===== src/rtl/rename_tag_ctrl_pkg.sv =====
// rename_tag_ctrl_pkg: shared types and constants for the rename tag allocator
// Provides the FSM state enum, the physical tag width, the no-tag flag bit
// index and a helper that builds the "no tag" slot encoding.
package rename_tag_ctrl_pkg;
    localparam int TAG_W      = 6;
    localparam int NO_TAG_BIT = 6;
    localparam int UTAG_W     = TAG_W + 1;
    typedef enum logic [1:0] {RUN, FLUSH, RECOVER} state_t;
    function automatic logic [UTAG_W-1:0] no_tag();
        logic [UTAG_W-1:0] t;
        t = '0;
        t[NO_TAG_BIT] = 1'b1;
        return t;
    endfunction
endpackage


===== src/rtl/rename_tag_ctrl_tag_slot_compact.sv =====
// tag_slot_compact: per-slot prefix count of tag-needing valid uops
// Ports:
//   valid     - per-slot uop valid
//   needs_tag - per-slot "writes a register" flag
//   slot_need - valid & needs_tag per slot
//   slot_idx  - per slot, number of tag-needing slots below it (CW bits each)
//   need      - total number of tag-needing slots in the group
module tag_slot_compact #(
    parameter int N  = 4,
    parameter int CW = $clog2(N + 1)
) (
    input  logic [N-1:0]    valid,
    input  logic [N-1:0]    needs_tag,
    output logic [N-1:0]    slot_need,
    output logic [N*CW-1:0] slot_idx,
    output logic [CW-1:0]   need
);
    assign slot_need = valid & needs_tag;
    always_comb begin
        need     = '0;
        slot_idx = '0;
        for (int i = 0; i < N; i++) begin
            slot_idx[i*CW +: CW] = need;
            need = need + CW'(slot_need[i]);
        end
    end
endmodule


===== src/rtl/rename_tag_ctrl.sv =====
// rename_tag_ctrl: all-or-nothing physical tag allocation for a rename group
// Ports:
//   clk, rst            - clock, asynchronous active-high reset
//   IN_uopValid         - per-slot uop valid from decode
//   IN_uopNeedsTag      - per-slot destination-register flag
//   OUT_stall           - decode must hold its group this cycle
//   IN_issueTags        - free-list candidate tags, 6 bits each, lowest first
//   IN_issueTagsValid   - thermometer-coded candidate valid
//   OUT_issueValid      - consume candidate k this cycle
//   IN_mispr            - branch mispredict
//   IN_mispredFlush     - flush window after mispredict
//   OUT_uopValid        - registered renamed uop valid
//   OUT_uopTag          - registered per-slot tag, bit 6 = no tag
//   OUT_stallCnt        - saturating count of stalled RUN cycles
module rename_tag_ctrl
    import rename_tag_ctrl_pkg::*;
#(
    parameter int NUM_UOPS       = 4,
    parameter int RECOVER_CYCLES = 2
) (
    input  logic                       clk,
    input  logic                       rst,
    input  logic [NUM_UOPS-1:0]        IN_uopValid,
    input  logic [NUM_UOPS-1:0]        IN_uopNeedsTag,
    output logic                       OUT_stall,
    input  logic [NUM_UOPS*TAG_W-1:0]  IN_issueTags,
    input  logic [NUM_UOPS-1:0]        IN_issueTagsValid,
    output logic [NUM_UOPS-1:0]        OUT_issueValid,
    input  logic                       IN_mispr,
    input  logic                       IN_mispredFlush,
    output logic [NUM_UOPS-1:0]        OUT_uopValid,
    output logic [NUM_UOPS*UTAG_W-1:0] OUT_uopTag,
    output logic [15:0]                OUT_stallCnt
);
    localparam int CW = $clog2(NUM_UOPS + 1);
    localparam int RW = (RECOVER_CYCLES < 1) ? 1 : $clog2(RECOVER_CYCLES + 1);

    state_t                     state;
    logic [RW-1:0]              rec_cnt;
    logic [15:0]                stall_cnt;
    logic [NUM_UOPS-1:0]        slot_need;
    logic [NUM_UOPS*CW-1:0]     slot_idx;
    logic [CW-1:0]              need;
    logic [NUM_UOPS-1:0]        issue_mask;
    logic                       tags_ok;
    logic                       grant;
    logic [NUM_UOPS*UTAG_W-1:0] tag_next;

    tag_slot_compact #(.N(NUM_UOPS), .CW(CW)) u_compact (
        .valid     (IN_uopValid),
        .needs_tag (IN_uopNeedsTag),
        .slot_need (slot_need),
        .slot_idx  (slot_idx),
        .need      (need)
    );

    // Candidates are thermometer-coded, so checking every k < need is the
    // same as checking candidate need-1 alone, without an out-of-range index.
    always_comb begin
        issue_mask = '0;
        tag_next   = '0;
        for (int k = 0; k < NUM_UOPS; k++)
            issue_mask[k] = CW'(k) < need;
        for (int i = 0; i < NUM_UOPS; i++)
            tag_next[i*UTAG_W +: UTAG_W] = slot_need[i]
                ? {1'b0, IN_issueTags[int'(slot_idx[i*CW +: CW])*TAG_W +: TAG_W]}
                : no_tag();
    end

    assign tags_ok        = (IN_issueTagsValid & issue_mask) == issue_mask;
    assign grant          = !rst && state == RUN && !IN_mispr && !IN_mispredFlush && tags_ok;
    assign OUT_issueValid = grant ? issue_mask : '0;
    assign OUT_stall      = state != RUN || (|IN_uopValid && !grant);
    assign OUT_stallCnt   = stall_cnt;

    always_ff @(posedge clk or posedge rst) begin
        if (rst) begin
            state        <= RUN;
            rec_cnt      <= '0;
            OUT_uopValid <= '0;
            OUT_uopTag   <= {NUM_UOPS{no_tag()}};
            stall_cnt    <= '0;
        end else begin
            OUT_uopValid <= grant ? IN_uopValid : '0;
            if (grant)
                OUT_uopTag <= tag_next;
            if (state == RUN && OUT_stall && stall_cnt != 16'hFFFF)
                stall_cnt <= stall_cnt + 16'd1;
            if (IN_mispr) begin
                state   <= FLUSH;
                rec_cnt <= '0;
            end else begin
                case (state)
                    FLUSH: if (!IN_mispredFlush) begin
                        state   <= (RECOVER_CYCLES == 0) ? RUN : RECOVER;
                        rec_cnt <= RW'(RECOVER_CYCLES);
                    end
                    RECOVER: if (rec_cnt <= RW'(1)) begin
                        state   <= RUN;
                        rec_cnt <= '0;
                    end else begin
                        rec_cnt <= rec_cnt - RW'(1);
                    end
                    default: ;
                endcase
            end
        end
    end
endmodule


===== config.mk =====
export PLATFORM = sky130hd
export DESIGN_NAME = rename_tag_ctrl
export DESIGN_NICKNAME = d
export VERILOG_FILES = /design/src/rtl/rename_tag_ctrl_pkg.sv /design/src/rtl/rename_tag_ctrl_tag_slot_compact.sv /design/src/rtl/rename_tag_ctrl.sv
export SDC_FILE = /design/constraint.sdc
export NUM_CORES = 1
export LEC_CHECK = 0
export ABC_AREA = 1
export BUFFER_PORTS_ARGS = -buffer_cell sky130_fd_sc_hd__buf_2
export CAP_MARGIN = 20
export CELL_PAD_IN_SITES_DETAIL_PLACEMENT = 1
export CELL_PAD_IN_SITES_GLOBAL_PLACEMENT = 1
export CORE_ASPECT_RATIO = 1.4
export CORE_MARGIN = 2
export CORE_UTILIZATION = 39
export CTS_BUF_LIST = sky130_fd_sc_hd__clkbuf_16
export DETAILED_ROUTE_END_ITERATION = 10
export GPL_TIMING_DRIVEN = 0
export HOLD_SLACK_MARGIN = 0.05
export PLACE_DENSITY = 0.94
export SYNTH_ARGS = -nofsm -noshare
export SYNTH_HDL_FRONTEND = slang
export SYNTH_SLANG_ARGS = --single-unit

===== constraint.sdc =====
create_clock -name clk -period 8.1 [get_ports clk]
set_clock_uncertainty 0.1 [all_clocks]
set_input_delay 0.405 -clock clk [delete_from_list [all_inputs] [get_ports clk]]
set_output_delay 0.405 -clock clk [all_outputs]
set_load 0.01 [all_outputs]

## After elaboration in Yosys (flattened, before gate mapping)

Index checks and enable logic that the tools add are counted.

| cells by class | value |
|---|---|
| $add $sub $neg | 5 |
| multipliers | 3 |
| order comparisons | 5 |
| equality and inequality tests | 6 |
| shift operators | 3 |
| multiplexer cells | 13 |
| bitwise operators | 2 |
| reductions and logical operators | 18 |

Operator list:

| kind | count |
|---|---|
| 24-bit by 7-bit indexed part select with 6-bit output | 2 |
| 7-bit two-way mux | 4 |
| 24-bit by 5-bit indexed part select with 6-bit output | 1 |
| 16-bit by 1-bit adder with 16-bit output (second input constant) | 1 |
| 16-bit != test (second input constant) | 1 |
| 3-bit by 2-bit multiplier with 5-bit output (second input constant) | 2 |
| 2-bit two-way mux | 5 |
| 4-bit AND | 2 |
| 4-bit two-way mux | 2 |
| 2-bit one-hot mux with 2 select lines | 2 |
| 1-bit logical AND | 7 |
| 3-bit by 1-bit adder with 3-bit output | 2 |
| 1-bit by 3-bit < comparator with 1-bit output (first input constant) | 2 |
| 2-bit by 3-bit < comparator with 1-bit output (first input constant) | 2 |
| 3-bit != test (second input constant) | 2 |
| 4-bit == test | 1 |
| 1-bit logical NOT | 4 |
| 4-bit OR reduction | 1 |
| 1-bit by 2-bit multiplier with 3-bit output (second input constant) | 1 |
| 3-bit AND reduction | 1 |
| 3-bit nonzero test | 1 |
| 1-bit by 1-bit adder with 2-bit output | 1 |
| 2-bit by 1-bit == test with 1-bit output (second input constant) | 1 |
| 2-bit == test (second input constant) | 1 |
| 6 further kinds | 6 |

| word-level totals | value |
|---|---|
| bits in registers | 52 |
| input bits | 40 |
| output and inout bits | 53 |

## Longest topological paths before layout

| depth | value |
|---|---|
| word-level depth | 13 |
| depth in mapped cells | 17 |
| depth with buffers taken out | 16 |

## Hierarchy

Synthesis repeated with hierarchy kept, for this count alone.

| unflattened totals | value |
|---|---|
| cells, all modules | 504 |
| area, all modules | 3515.9 µm² |

By module, submodules not included:

| module | instances | cells each | area an instance (µm²) | sequential area each (µm²) |
|---|---|---|---|---|
| rename_tag_ctrl | 1 | 482 | 3339.5 | 1306.3 |
| tag_slot_compact | 1 | 22 | 176.4 | 0.0 |

## Least setup slack after synthesis

No wires, ideal clock.

| timing | value |
|---|---|
| kind | input -> output |
| start | input port IN_uopValid[0] |
| end | output port OUT_issueValid[0] |
| arrival time | 2.875 ns |
| setup slack | 4.720 ns |
| stages | 15 |
| buffers on the path | 1 |
| cell sequence | nand2_1 nand2_1 inv_1 nor2_1 ha_1 ha_1 fa_1 nor2_1 nand2_1 nand2_1 nand2_1 inv_1 nand2_2 buf_2 a21oi_1 |

| between the ends | value |
|---|---|
| longest elaborated chain between the ends | 9 |
| elaborated cells on any way between the ends | 12 |

Ends and longest elaborated chain:

| item | RTL line | RTL |
|---|---|---|
| start, declared | rename_tag_ctrl.sv:23 | `input logic [NUM_UOPS-1:0] IN_uopValid,` |
| 4-bit AND (*) | rename_tag_ctrl_tag_slot_compact.sv:18 | `assign slot_need = valid & needs_tag;` |
| 1-bit by 1-bit adder with 2-bit output (*) | rename_tag_ctrl_tag_slot_compact.sv:24 | `need = need + CW'(slot_need[i]);` |
| 3-bit by 1-bit adder with 3-bit output (*) (2 in a row) | rename_tag_ctrl_tag_slot_compact.sv:24 |  |
| 1-bit by 3-bit < comparator with 1-bit output or 2-bit by 3-bit < comparator with 1-bit output (tied branches) | rename_tag_ctrl.sv:63 | `issue_mask[k] = CW'(k) < need;` |
| 4-bit AND | rename_tag_ctrl.sv:70 | `assign tags_ok = (IN_issueTagsValid & issue_mask) == issue_mask;` |
| 4-bit == test | rename_tag_ctrl.sv:70 |  |
| 1-bit logical AND | rename_tag_ctrl.sv:71 | `assign grant = !rst && state == RUN && !IN_mispr && !IN_mispredFlush && tags_ok;` |
| 4-bit two-way mux (*) | rename_tag_ctrl.sv:72 | `assign OUT_issueValid = grant ? issue_mask : '0;` |
| end, declared | rename_tag_ctrl.sv:28 | `output logic [NUM_UOPS-1:0] OUT_issueValid,` |

Every way passes the cells marked *; elsewhere a longest branch is shown, timed or not.

## Final worst setup path

| timing | value |
|---|---|
| start | input port IN_uopValid[0] |
| end | output port OUT_stall |

| between the ends | value |
|---|---|
| longest elaborated chain between the ends | 11 |
| elaborated cells on any way between the ends | 15 |

Ends and longest elaborated chain:

| item | RTL line | RTL |
|---|---|---|
| 4-bit AND | rename_tag_ctrl_tag_slot_compact.sv:18 |  |
| 1-bit by 1-bit adder with 2-bit output | rename_tag_ctrl_tag_slot_compact.sv:24 |  |
| 3-bit by 1-bit adder with 3-bit output (2 in a row) | rename_tag_ctrl_tag_slot_compact.sv:24 |  |
| 1-bit by 3-bit < comparator with 1-bit output or 2-bit by 3-bit < comparator with 1-bit output (tied branches) | rename_tag_ctrl.sv:63 |  |
| 4-bit AND | rename_tag_ctrl.sv:70 |  |
| 4-bit == test | rename_tag_ctrl.sv:70 |  |
| 1-bit logical AND | rename_tag_ctrl.sv:71 |  |
| 1-bit logical NOT | rename_tag_ctrl.sv:73 | `assign OUT_stall = state != RUN \|\| (\|IN_uopValid && !grant);` |
| 1-bit logical AND (*) | rename_tag_ctrl.sv:73 |  |
| 1-bit logical OR (*) | rename_tag_ctrl.sv:73 |  |
| end, declared | rename_tag_ctrl.sv:25 | `output logic OUT_stall,` |

Marks and branches as above.

==> impl_metrics.csv <==
group,metric,value,unit
timing,post-route-min-period,4310,ps
detailed_routing,vias,3225,
synthesis,syn_avg_cell_area,7.45,um^2
synthesis,synth_top_family_by_area,"simple AND/OR/NAND/NOR gates",
clocking,cts_buffers,5,
final_layout,drive_above_1_share,24.7,%
grt,use_met1,28.9,%
clocking,cts_buffer_depth,2,
final_layout,fillers,972,
synthesis,synth.top_cell.area_share,39.9,%
synthesis,synth.distinct_cells,31,
clocking,htreeDepth,2,
critical_path,cp-start-kind,"input port",
final_layout,multiInputGateArea,1450,um^2
synthesis,synth-compound-area-share,12.0,%
floorplan,initial_core_util,40.6,%
timing,hold_viol_final,0,
critical_path,crit_fanout,10,
synthesis,synthArstFlopShare,100,%
run,maxCapViolCount,0,
timing,fmax,0.232,GHz
timing,slew_headroom,62.5,%
synthesis,ys.flop_type,"dfrtp_1",
clocking,path_clk_slew,60,ps
timing,slew_violations,0,
grt,grt_usage,26.1,%
clocking,cts.sinks,52,
critical_path,worst_setup_path_end_kind,"output pin",
synthesis,synth_edf_count,0,
timing,rsz0062_at_grt,"false",
detailed_routing,routed_via_density,5.35,
critical_path,crit_path_start,"IN_uopValid[0]",
worst_hold_path,hp-class,"input port to register",
synthesis,syn_nets,449,
grt,grt_util_met2,48.6,%
floorplan,io-pin-count,93,
clocking,cts_tree,"yes",
detailed_routing,drt_iter0_drc,200,
timing,setup_tns,0,ps
synthesis,synth_area_leader_cell,"dfrtp_1",
grt,grt_max_degree,42,
clocking,insertion_delay,300,ps
timing,worstMarginPinSlew,562,ps
grt,grt_first_pass_wirelength,17000,um
floorplan,coreArea,7410,um^2
place,gp_congestion,0.936,
power,pwr_density_cell,214,nW/um^2
grt,grt_pass1_vias,3396,
final_layout,syn2layout_area_growth,25.9,%
timing,period_share,53.2,%
synthesis,yosys_warnings,0,
place,io_buffers,92,
power,ir_worst_vdd,98.9,uV
floorplan,die_h,108,um
synthesis,synth_common_cells,"nand2_1 (137), dfrtp_1 (48), inv_1 (48), nor2_1 (29), nand4_1 (24)",
worst_hold_path,worstHoldStart,"IN_uopValid[2]",
synthesis,synthCells,404,
grt,grt_util_met3,4.34,%
grt,grt_busiest_layer,"met2",
synthesis,synthSimpleGateAreaFrac,31.8,%
clocking,ctsResizeCount,0,
run_status,outcome,"complete, no violations",
floorplan,die_area,8450,um^2
grt,antenna_found_initial,0,
timing,setup_viol_count_final,0,
clocking,postCtsSetupBuffers,0,
clocking,ctsRootBufferMaster,"clkbuf_16",
synthesis,synth-adder-area-share,2.33,%
critical_path,arrival,3810,ps
place,place_hpwl,8040,um
detailed_routing,wl_per_cell,17.3,um
detailed_routing,first_pass_iters,4,
detailed_routing,totalWireLength,10500,um
synthesis,ys_seq_area_share,43.4,%
final_layout,fin_nets,550,
critical_path,r2r-start,"OUT_stallCnt[0]$_DFFE_PP0P_",
detailed_routing,final_antenna_net_count,0,
floorplan,die-width,78.3,um
synthesis,yosys-top-cells-area,"dfrtp_1 (40%), nand2_1 (17%), inv_1 (6.0%), nand4_1 (5.0%), nor2_1 (3.6%)",
synthesis,synth-xor-area-share,2.04,%
detailed_routing,drc,0,
synthesis,synthMuxAreaShare,0,%
critical_path,required,7600,ps
synthesis,netlist_area,3010,um^2
final_layout,antennaDiodeCount,0,
floorplan,rows,37,
final_layout,ff_latch_area,1310,um^2
timing,whs,269,ps
synthesis,synth.most_common_cell,"nand2_1",
grt,gr-total-overflow,0,
clocking,cts_hold_buf,1,
synthesis,synth-seq-cells,52,
critical_path,reg2reg_setup_slack,5970,ps
power,p_leak,2.08,nW
critical_path,path_class,"input port to output pin",
==> state kept, by name (all words and copies together) (netlist names) <==
name          cells
OUT_stallCnt     16
OUT_uopTag       28
state             2
rec_cnt           2
OUT_uopValid      4
==> worst max-delay path: stages <==
cell	delay [ps]
buf_2	90
nand2_1	150
nand2_1	270
inv_1	80
nor2_1	420
ha_1	360
ha_1	220
fa_1	450
nor2_1	230
nand2_1	80
nand2_1	60
nand2_1	100
nor2_4	210
buf_2	300
o21ai_0	170
buf_2	200
==> metrics by stage <==
step	worst slack (ps)	power (mW)	instances	area [um^2]	util (%)
after floorplan	4720	0.471	404	3010	-
after global placement	3970	0.555	593	3590	48.5
after detailed placement	3850	0.568	594	3610	48.8
after CTS	3800	0.817	603	3790	51.2
after global routing	3510	0.854	603	3790	51.2
final	3790	0.812	603	3790	51.2
==> worst paths after layout <==
path,to,depth (start not counted)
worst max-delay path,OUT_stall,16
worst min-delay path,OUT_uopValid[2]$_DFF_PP0_,3
worst max register to register,OUT_stallCnt[10]$_DFFE_PP0P_,8
worst min register to register,OUT_uopTag[26]$_DFFE_PP0N_,2
max in group asynchronous,OUT_uopTag[13]$_DFFE_PP1N_,4
min in group asynchronous,OUT_stallCnt[3]$_DFFE_PP0P_,3
==> layer usage <==
layer,vias up,part of all wire [%]
met5,-,0
met3,22,4.9
li1,1522,-
met4,0,3.0
met2,99,54
met1,1582,38
==> cells by family after synthesis <==
family | Yosys count
xor+xnor | 7
simple gates | 215
compound gates | 63
buf+inv | 62
flops | 52
fa+ha+maj | 5
==> power by group <==
part           total, mW  internal [mW]  switching (mW)  leakage [nW]
Combinational      0.216         0.0849           0.132          1.30
Clock              0.245          0.145           0.100        0.0798
Sequential         0.350          0.309          0.0415         0.693
Total              0.812          0.539           0.273          2.08
==> cells in the final DEF (no fill, tap or decap), types with 2 or more instances in the layout <==
| cell type | n |
|---|---|
| inv_1 | 47 |
| dfstp_2 | 4 |
| o221ai_1 | 7 |
| inv_2 | 2 |
| o21a_1 | 3 |
| nand3_1 | 13 |
| clkbuf_16 | 5 |
| o21ai_0 | 17 |
| nand3_2 | 2 |
| buf_1 | 2 |
| buf_2 | 97 |
| clkbuf_1 | 4 |
| nor2_4 | 3 |
| nor2_2 | 2 |
| buf_6 | 2 |
| a31oi_1 | 7 |
| dfrtp_1 | 48 |
| xnor2_1 | 4 |
| ha_1 | 4 |
| nor2_1 | 29 |
| xor2_1 | 3 |
| a21oi_1 | 9 |
| nand2_1 | 137 |
| o21ai_1 | 19 |
| nand4_1 | 24 |
==> cell type report <==
type / count / share of cell area (%)
tap: 97 / 3.20
timing repair buffer: 94 / 12.9
clock buffer: 5 / 3.30
inverter: 49 / 4.85
sequential: 52 / 34.5
multi-input combinational: 290 / 38.3
buffer: 13 / 1.85
clock inverter: 3 / 1.12
(Power assumes the default switching activity.)
